--- src/rtl/horner_pkg.sv ---
// horner_pkg -- shared definitions for the Horner polynomial evaluator.
//   W_DEFAULT   : default datapath / coefficient / x width in bits
//   DEG_DEFAULT : default maximum polynomial degree (legal 1..15)
//   ADDR_W      : width of the coefficient index port
//   state_t     : evaluator FSM states IDLE / CALC / DONE
package horner_pkg;

    localparam int W_DEFAULT   = 32;
    localparam int DEG_DEFAULT = 4;
    localparam int ADDR_W      = 4;

    typedef enum logic [1:0] {
        IDLE = 2'd0,
        CALC = 2'd1,
        DONE = 2'd2
    } state_t;

endpackage

--- src/rtl/horner_mac.sv ---
// horner_mac -- one combinational Horner step: sum = acc*x + c (mod 2^W).
// Optional feature macro: HORNER_OVF_EN adds ovf_step_o, which is set when
// the full 2W-bit product has nonzero upper W bits or the add carries out.
// Ports:
//   acc_i      [W-1:0] running accumulator
//   x_i        [W-1:0] evaluation point
//   c_i        [W-1:0] coefficient for this step
//   sum_o      [W-1:0] low W bits of acc*x + c
//   ovf_step_o         overflow in this step (HORNER_OVF_EN builds only)
module horner_mac #(
    parameter int W = 32
) (
    input  logic [W-1:0] acc_i,
    input  logic [W-1:0] x_i,
    input  logic [W-1:0] c_i,
    output logic [W-1:0] sum_o
`ifdef HORNER_OVF_EN
    ,
    output logic         ovf_step_o
`endif
);

`ifdef HORNER_OVF_EN
    // Full-width product so the discarded upper half can be inspected.
    logic [2*W-1:0] prod;
    logic [W:0]     sum_ext;

    always_comb begin
        prod       = {{W{1'b0}}, acc_i} * {{W{1'b0}}, x_i};
        sum_ext    = {1'b0, prod[W-1:0]} + {1'b0, c_i};
        sum_o      = sum_ext[W-1:0];
        ovf_step_o = (|prod[2*W-1:W]) | sum_ext[W];
    end
`else
    // Only the low half of the product survives truncation, so nothing
    // above bit W-1 is built when overflow reporting is off.
    logic [W-1:0] prod_lo;

    always_comb begin
        prod_lo = acc_i * x_i;
        sum_o   = prod_lo + c_i;
    end
`endif

endmodule

--- src/rtl/horner_eval.sv ---
// horner_eval -- evaluates p(x) = sum c[i]*x^i, i = 0..DEG, modulo 2^W using
// Horner's rule, one multiply-accumulate per clock.
// Optional feature macro: HORNER_OVF_EN enables the sticky overflow flag;
// without it ovf is tied to 0.
// Ports:
//   clk                 rising-edge clock
//   reset               synchronous active-high reset
//   coef_we             coefficient write strobe (honoured only in IDLE)
//   coef_addr  [3:0]    coefficient index; indices above DEG are ignored
//   coef_wdata [W-1:0]  coefficient value
//   in_valid / in_ready request handshake, x sampled on accept
//   x          [W-1:0]  evaluation point
//   out_valid/out_ready result handshake
//   z          [W-1:0]  result, held while out_valid
//   ovf                 unsigned overflow flag for z
module horner_eval
    import horner_pkg::*;
#(
    parameter int W   = W_DEFAULT,
    parameter int DEG = DEG_DEFAULT
) (
    input  logic              clk,
    input  logic              reset,
    input  logic              coef_we,
    input  logic [ADDR_W-1:0] coef_addr,
    input  logic [W-1:0]      coef_wdata,
    input  logic              in_valid,
    output logic              in_ready,
    input  logic [W-1:0]      x,
    output logic              out_valid,
    input  logic              out_ready,
    output logic [W-1:0]      z,
    output logic              ovf
);

    state_t              state_q, state_d;
    logic [W-1:0]        acc_q, acc_d;
    logic [W-1:0]        x_q, x_d;
    logic [ADDR_W-1:0]   k_q, k_d;

    logic [W-1:0]        c_q [DEG+1];
    logic [DEG:0]        c_we;
    logic                coef_wr_en;
    logic [W-1:0]        c_sel;
    logic [W-1:0]        mac_sum;

`ifdef HORNER_OVF_EN
    logic                ovf_q, ovf_d;
    logic                ovf_step;
`endif

    // Coefficients may only change while no evaluation is in flight.
    assign coef_wr_en = coef_we && (state_q == IDLE);

    generate
        for (genvar gi = 0; gi <= DEG; gi++) begin : g_coef_we
            assign c_we[gi] = coef_wr_en && (coef_addr == ADDR_W'(gi));
        end
    endgenerate

    always_ff @(posedge clk) begin
        if (reset) begin
            for (int i = 0; i <= DEG; i++) begin
                c_q[i] <= '0;
            end
        end else begin
            for (int i = 0; i <= DEG; i++) begin
                if (c_we[i]) begin
                    c_q[i] <= coef_wdata;
                end
            end
        end
    end

    // Coefficient for the current step, selected by the down-counter k.
    always_comb begin
        c_sel = '0;
        for (int i = 0; i <= DEG; i++) begin
            if (k_q == ADDR_W'(i)) begin
                c_sel = c_q[i];
            end
        end
    end

    horner_mac #(
        .W (W)
    ) u_mac (
        .acc_i      (acc_q),
        .x_i        (x_q),
        .c_i        (c_sel),
        .sum_o      (mac_sum)
`ifdef HORNER_OVF_EN
        ,
        .ovf_step_o (ovf_step)
`endif
    );

    always_ff @(posedge clk) begin
        if (reset) begin
            state_q <= IDLE;
            acc_q   <= '0;
            x_q     <= '0;
            k_q     <= '0;
`ifdef HORNER_OVF_EN
            ovf_q   <= 1'b0;
`endif
        end else begin
            state_q <= state_d;
            acc_q   <= acc_d;
            x_q     <= x_d;
            k_q     <= k_d;
`ifdef HORNER_OVF_EN
            ovf_q   <= ovf_d;
`endif
        end
    end

    always_comb begin
        state_d = state_q;
        acc_d   = acc_q;
        x_d     = x_q;
        k_d     = k_q;
`ifdef HORNER_OVF_EN
        ovf_d   = ovf_q;
`endif
        case (state_q)
            IDLE: begin
                if (in_valid) begin
                    x_d     = x;
                    acc_d   = c_q[DEG];
                    k_d     = ADDR_W'(DEG - 1);
`ifdef HORNER_OVF_EN
                    ovf_d   = 1'b0;
`endif
                    state_d = CALC;
                end
            end
            CALC: begin
                acc_d = mac_sum;
`ifdef HORNER_OVF_EN
                ovf_d = ovf_q | ovf_step;
`endif
                // k stops at 0 once the constant term has been folded in.
                if (k_q == '0) begin
                    state_d = DONE;
                end else begin
                    k_d = k_q - 1'b1;
                end
            end
            DONE: begin
                if (out_ready) begin
                    state_d = IDLE;
                end
            end
            default: begin
                state_d = IDLE;
            end
        endcase
    end

    assign in_ready  = (state_q == IDLE);
    assign out_valid = (state_q == DONE);
    assign z         = acc_q;
`ifdef HORNER_OVF_EN
    assign ovf       = ovf_q;
`else
    assign ovf       = 1'b0;
`endif

endmodule

--- config.mk ---
export PLATFORM = sky130hd
export DESIGN_NAME = horner_eval
export DESIGN_NICKNAME = d
export VERILOG_FILES = /design/src/rtl/horner_pkg.sv /design/src/rtl/horner_mac.sv /design/src/rtl/horner_eval.sv
export SDC_FILE = /design/constraint.sdc
export NUM_CORES = 2
export LEC_CHECK = 0
export BUFFER_PORTS_ARGS = -buffer_cell sky130_fd_sc_hd__buf_2
export CORE_MARGIN = 10
export CORE_UTILIZATION = 30
export CTS_CLUSTER_DIAMETER = 100
export DETAILED_ROUTE_END_ITERATION = 12
export HOLD_SLACK_MARGIN = 0.15
export SYNTH_ARGS = -nofsm -noshare
export SYNTH_HDL_FRONTEND = slang
export SYNTH_HIERARCHICAL = 1
export SYNTH_SLANG_ARGS = --single-unit
--- constraint.sdc ---
create_clock -name clk -period 8.2 [get_ports clk]
set_input_delay 1.64 -clock clk [delete_from_list [all_inputs] [get_ports clk]]
set_output_delay 1.64 -clock clk [all_outputs]
set_load 0.05 [all_outputs]
After elaboration in Yosys (flattened, before gate mapping)
Memories as Yosys holds them, arrays and structs flattened.
Cells that the tools add are included.

word-level totals
  logic and storage cells = 77
  output and inout port bits = 35
  RAM bits = 160
  memories kept = 1
  register bits after elaboration = 70

operators by class
  add/sub/neg operators = 2
  mux-type cells = 36
  reductions and logical operators = 14
  equal/unequal tests = 14
  bitwise operators = 5
  $mul = 1

memories
  name  depth  width  read ports  clocked after Yosys merged registers in  write ports  line               text
  c_q   5      32     5           0                                        5            horner_eval.sv:41  logic [W-1:0] c_q [DEG+1];

operators by type and width
  kind                                                   count
  two-way mux 32 bit                                     11
  one-hot mux 32 bit (2 select lines)                    1
  adder 32 bit                                           1
  multiplier 32 x 32 -> 32 bit                           1
  two-way mux 1 bit                                      17
  equality test 4 x 2 -> 1 bit, second input constant    4
  equality test 4 x 1 -> 1 bit, second input constant    2
  equality test 4 x 3 -> 1 bit, second input constant    2
  logical NOT 4 bit                                      2
  two-way mux 4 bit                                      2
  one-hot mux 4 bit (2 select lines)                     1
  logical AND 1 bit                                      6
  two-way mux 2 bit                                      3
  inequality test 2 bit, second input constant           3
  one-hot mux 2 bit (3 select lines)                     1
  AND reduction 3 bit                                    2
  OR 1 bit                                               5
  AND reduction 2 bit                                    2
  subtractor 4 x 1 -> 4 bit, second input constant       1
  equality test 2 x 1 -> 1 bit, second input constant    1
  equality test 2 bit, second input constant             1
  logical NOT 2 bit                                      1
  inequality test 2 x 1 -> 1 bit, second input constant  1
  nonzero test 2 bit                                     1

Logic depth before layout (Yosys ltp)
  depth after elaboration = 8
  mapped depth = 33

By module
Netlist, hierarchy kept.

modules (own cells, without submodules)
  module       times used  cells each  area each (um^2)
  horner_mac   1           1866        16878.7
  horner_eval  1           730         9106.2

Worst setup path after synthesis
No wires, ideal clock.

  kind = reg2reg
  start = register k_q[1]
  end = register acc_q[28], in the netlist z[28]
  stages on the path, launching flop included = 33
  slack = 0.498 ns
  arrival time = 7.570 ns
  required time = 8.068 ns
  buffers on the path = 3
  cell sequence = dfxtp_1 -> inv_1 -> ha_1 -> clkbuf_1 -> nor2b_1 -> buf_1 -> clkbuf_1 -> a221oi_1 -> o41ai_1 -> fa_1 -> fa_1 -> fa_1 -> inv_1 -> fa_1 -> inv_1 -> fa_1 -> inv_1 -> fa_1 -> inv_1 -> fa_1 -> inv_1 -> fa_1 -> inv_1 -> ha_1 -> and3_1 -> and3_1 -> o2111ai_2 -> a21oi_2 -> a221oi_2 -> and2b_1 -> xnor2_1 -> a22oi_1 -> a21oi_1

on the way
  word-level cells in the longest chain between the ends = 8
  elaborated cells on any way between the ends = 12
  those cells by class = 1 x add/sub; 4 x eq/ne; 6 x mux; 1 x reduce/logical

ends and longest elaborated chain
  what                                   line                text
  start: declaration                     horner_eval.sv:39   logic [ADDR_W-1:0] k_q, k_d;
  start signal: assignment               horner_eval.sv:111  k_q <= k_d;
  logical NOT 4 bit                      horner_eval.sv:79   if (k_q == ADDR_W'(i)) begin
  two-way mux 32 bit (4 in series)       horner_eval.sv:79
  two-way mux 32 bit *                   horner_eval.sv:79
  via c_sel[18]                          horner_eval.sv:44   logic [W-1:0] c_sel;
  adder 32 bit *                         horner_mac.sv:41    sum_o = prod_lo + c_i;
  via mac_sum[28]                        horner_eval.sv:45   logic [W-1:0] mac_sum;
  one-hot mux 32 bit (2 select lines) *  horner_eval.sv:126  case (state_q)
  end signal: assignment                 horner_eval.sv:101  acc_q <= '0;
  end signal: assignment                 horner_eval.sv:109  acc_q <= acc_d;
  end: declaration                       horner_eval.sv:37   logic [W-1:0] acc_q, acc_d;

Mark *: on every way through the listed nets, which the timed path passes. The rest lies on a longest branch.
A chain may end at the register's enable or synchronous reset.

Final worst setup path
  start = register k_q[0]
  end = register acc_q[28], in the netlist z[28]

The elaborated chain is that of the path after synthesis.

==> flow_metrics.tcl <==
set metrics [dict create \
    synth_cells 2596 \
    synthAdderAreaFrac 0.400 \
    syn-num-nets 3236 \
    ir_worst_vdd_v 0.000206 \
    cp-end-kind "register" \
    timing.critical_path.mode_cell "fa_1" \
    crit_buf_inv 8 \
    initial_utilization 0.304 \
    dp_slack_ns 0.170 \
    r2r-end "z[28]" \
    holdPathEnd "z[16]" \
    clock_skew_ns 0.0381 \
    yosys.area_share.simple 0.170 \
    period_share 0.953 \
    grt_util_all_layers 0.151 \
    io_buffers 106 \
    ys_seq_area_frac 0.239 \
    startpoint "k_q[0]" \
    gp_congestion 0.867 \
    ant_nets 0 \
    rows 107 \
    status "finished, final reports clean" \
    synth_top_family_by_area "adder cells" \
    clock_latency_ns 0.59 \
    rsz0062_at_grt "false" \
    min_period_ns 7.82 \
    grt_pass1_vias 19000 \
    synthToLayoutAreaGrowth_pct 11.8 \
    yosys.area_share.xor_xnor 0.0273 \
    synth_compound_area_frac 0.0705 \
    power.leakage_nw 13.0 \
    max_freq_ghz 0.128 \
    hp-class "register to register" \
    place_area_um2 28000 \
    wl_per_cell_um 19.4 \
    synth.distinct_cells 65 \
    final_core_util 0.340 \
    critical_path_class "register to register" \
    yosys.area.top_type "fa_1" \
    final_max_slew_viol_count 0 \
    grt_antenna_before_repair 8 \
    avgSynthCellArea_um2 10.0 \
    grt-ovfl-total 0 \
    setup_tns_ns 0 \
    synth-edff-count 160 \
    hold_viol 0 \
    dieWidth_um 314 \
    critical_path_required_ns 8.61 \
    cts_tree "built" \
    hold_start "z[16]" \
    cp-start-kind "register" \
    drc 0 \
    synth_area_um2 26000 \
    min_delay_path_depth 2 \
    num_vias 17900 \
    pin_count 108 \
    final_area_um2 29100 \
    synthArstFlopShare 0 \
    power_density_nw_per_um2 245 \
    cts_buffer_depth 3 \
    core_area_um2 85500 \
    slew_headroom 0.229 \
    yosysWarningCount 6 \
    setup_slack_ns 0.384 \
    vias_per_cell 4.68 \
    cp_top_family "adder cells" \
    wirelength_um 74500 \
    ys.flop_type "edfxtp_1" \
    root_buffer "clkbuf_16" \
    crit_fanout 8 \
    synthTopCellsByArea "fa_1 (34%), edfxtp_1 (18%), and2_1 (9.6%)" \
    cts_max_level 1 \
    r2r-start "k_q[0]" \
    cts_sinks 230 \
    ys_seq_elements 230 \
    layout-drive-gt1-share 0.102 \
    synth_mux_area_frac 0.000385 \
    first_pass_iters 5 \
    cp_slowest_stage_delay_ns 0.53 \
    drv_cap 0 \
    holdBufCountCts 0 \
    worstMarginPinSlew_ns 1.15 \
    ff2ff_path_depth 30 \
    yosysTopAreaCellShare 0.337 \
    finalSetupViolCount 0 \
    final_nets 3306 \
    crit_arrival_ns 8.23 \
    ff2ff_setup_slack_ns 0.38 \
    die-area_um2 98800 \
    dp.final_hpwl_um 57800 \
    detail_route.iter0.violations 1329 \
    grt_first_pass_wirelength_um 116000 \
    cp_slowest_cell "fa_1" \
    grt_max_degree 74 \
    cts.clk_slew.worst_paths_ns 0.07 \
    die_y_um 314 \
    nFillCells 8655 \
    numCtsBuffers 27 \
]
==> repair_timing <==
| action | CTS | global route |
|---|---|---|
| setup endpoints to repair | 0 | 12 |
| buffers inserted | 0 | 6 |
| gates resized for setup | 0 | 23 |
==> worst max-delay path by stage <==
stage,end,slack (ns),cells after the start
after detailed placement,z[28],0.17,30
final,z[28],0.38,30
after global placement,z[28],0.17,30
after floorplan,z[28],0.50,32
after global routing,z[28],0.01,30
after CTS,z[28],0.12,30
==> per-layer routing <==
layer | global-route usage | wire [um] | vias up | part of all wire
met5 | 0 | 26 | - | 0.00035
met4 | 0.0238 | 1170 | 4 | 0.016
met3 | 0.0348 | 5830 | 80 | 0.078
met2 | 0.231 | 32700 | 543 | 0.44
met1 | 0.217 | 34800 | 9173 | 0.47
li1 | - | - | 8147 | -
==> cells in the final DEF, fill, tap and decap left out, types with 28 or more instances in the layout <==
| master | n |
|---|---|
| buf_4 | 73 |
| ha_1 | 124 |
| a221oi_1 | 32 |
| dfxtp_1 | 67 |
| nand2_1 | 297 |
| nor2b_1 | 34 |
| inv_1 | 490 |
| clkbuf_16 | 28 |
| xnor2_1 | 65 |
| a21oi_1 | 84 |
| a22oi_1 | 30 |
| and2_1 | 397 |
| edfxtp_1 | 160 |
| buf_2 | 106 |
| nor3b_1 | 32 |
| fa_1 | 438 |
==> power by group <==
part,leakage (nW),internal (mW),switching (mW),total (mW)
logic,10.3,1.68,2.59,4.27
registers,2.23,1.35,0.254,1.60
clock network,0.433,0.693,0.555,1.25
total,13.0,3.72,3.40,7.12
==> registers in the layout (all words and copies together) (netlist names) <==
signal,cells
c_q,160
x_q,32
z,32
k_q,4
state_q,2
==> per-stage QoR <==
stage	power (mW)	std cells	hold slack [ns]
CTS	7.10	3824	0.456
global placement	5.78	3774	0.444
detailed placement	5.82	3774	0.447
floorplan	4.51	2596	0.436
finish	7.12	3832	0.458
global route	7.75	3831	0.468
==> kinds of logic after synthesis <==
group,Yosys count
other,1
AOI/OAI and AO/OA,259
xor gates and xnor gates,81
adders and majority gates,567
muxes,1
DFF,230
and+or+nand+nor,823
buffers and inverters,634
==> synth_stat cells (32+ instances only) <==
cell	instances
a21oi_1	86
a221oi_1	32
and2_1	397
clkbuf_1	128
dfxtp_1	70
edfxtp_1	160
fa_1	438
ha_1	129
inv_1	490
nand2_1	297
nor2b_1	36
nor3b_1	33
o41ai_1	34
xnor2_1	65
==> area by class of cell <==
cell class / count / area (um^2) / area share
Clock buffer: 31 / 701 / 0.0241
Inverter: 490 / 1840 / 0.0633
Multi-Input combinational cell: 1732 / 17500 / 0.602
Sequential cell: 230 / 6210 / 0.214
Timing Repair Buffer: 185 / 1190 / 0.0408
Tap cell: 1144 / 1430 / 0.0493
Clock inverter: 19 / 203 / 0.00698
Antenna cell: 1 / 2.50 / 0.0000861
==> tightest hold or removal path, stage by stage, from the launching register on <==
cell     delay (ns)
dfxtp_1        0.31
nand2_1        0.05
a21oi_1        0.05
No activity file was read; power rests on OpenSTA's default activity.
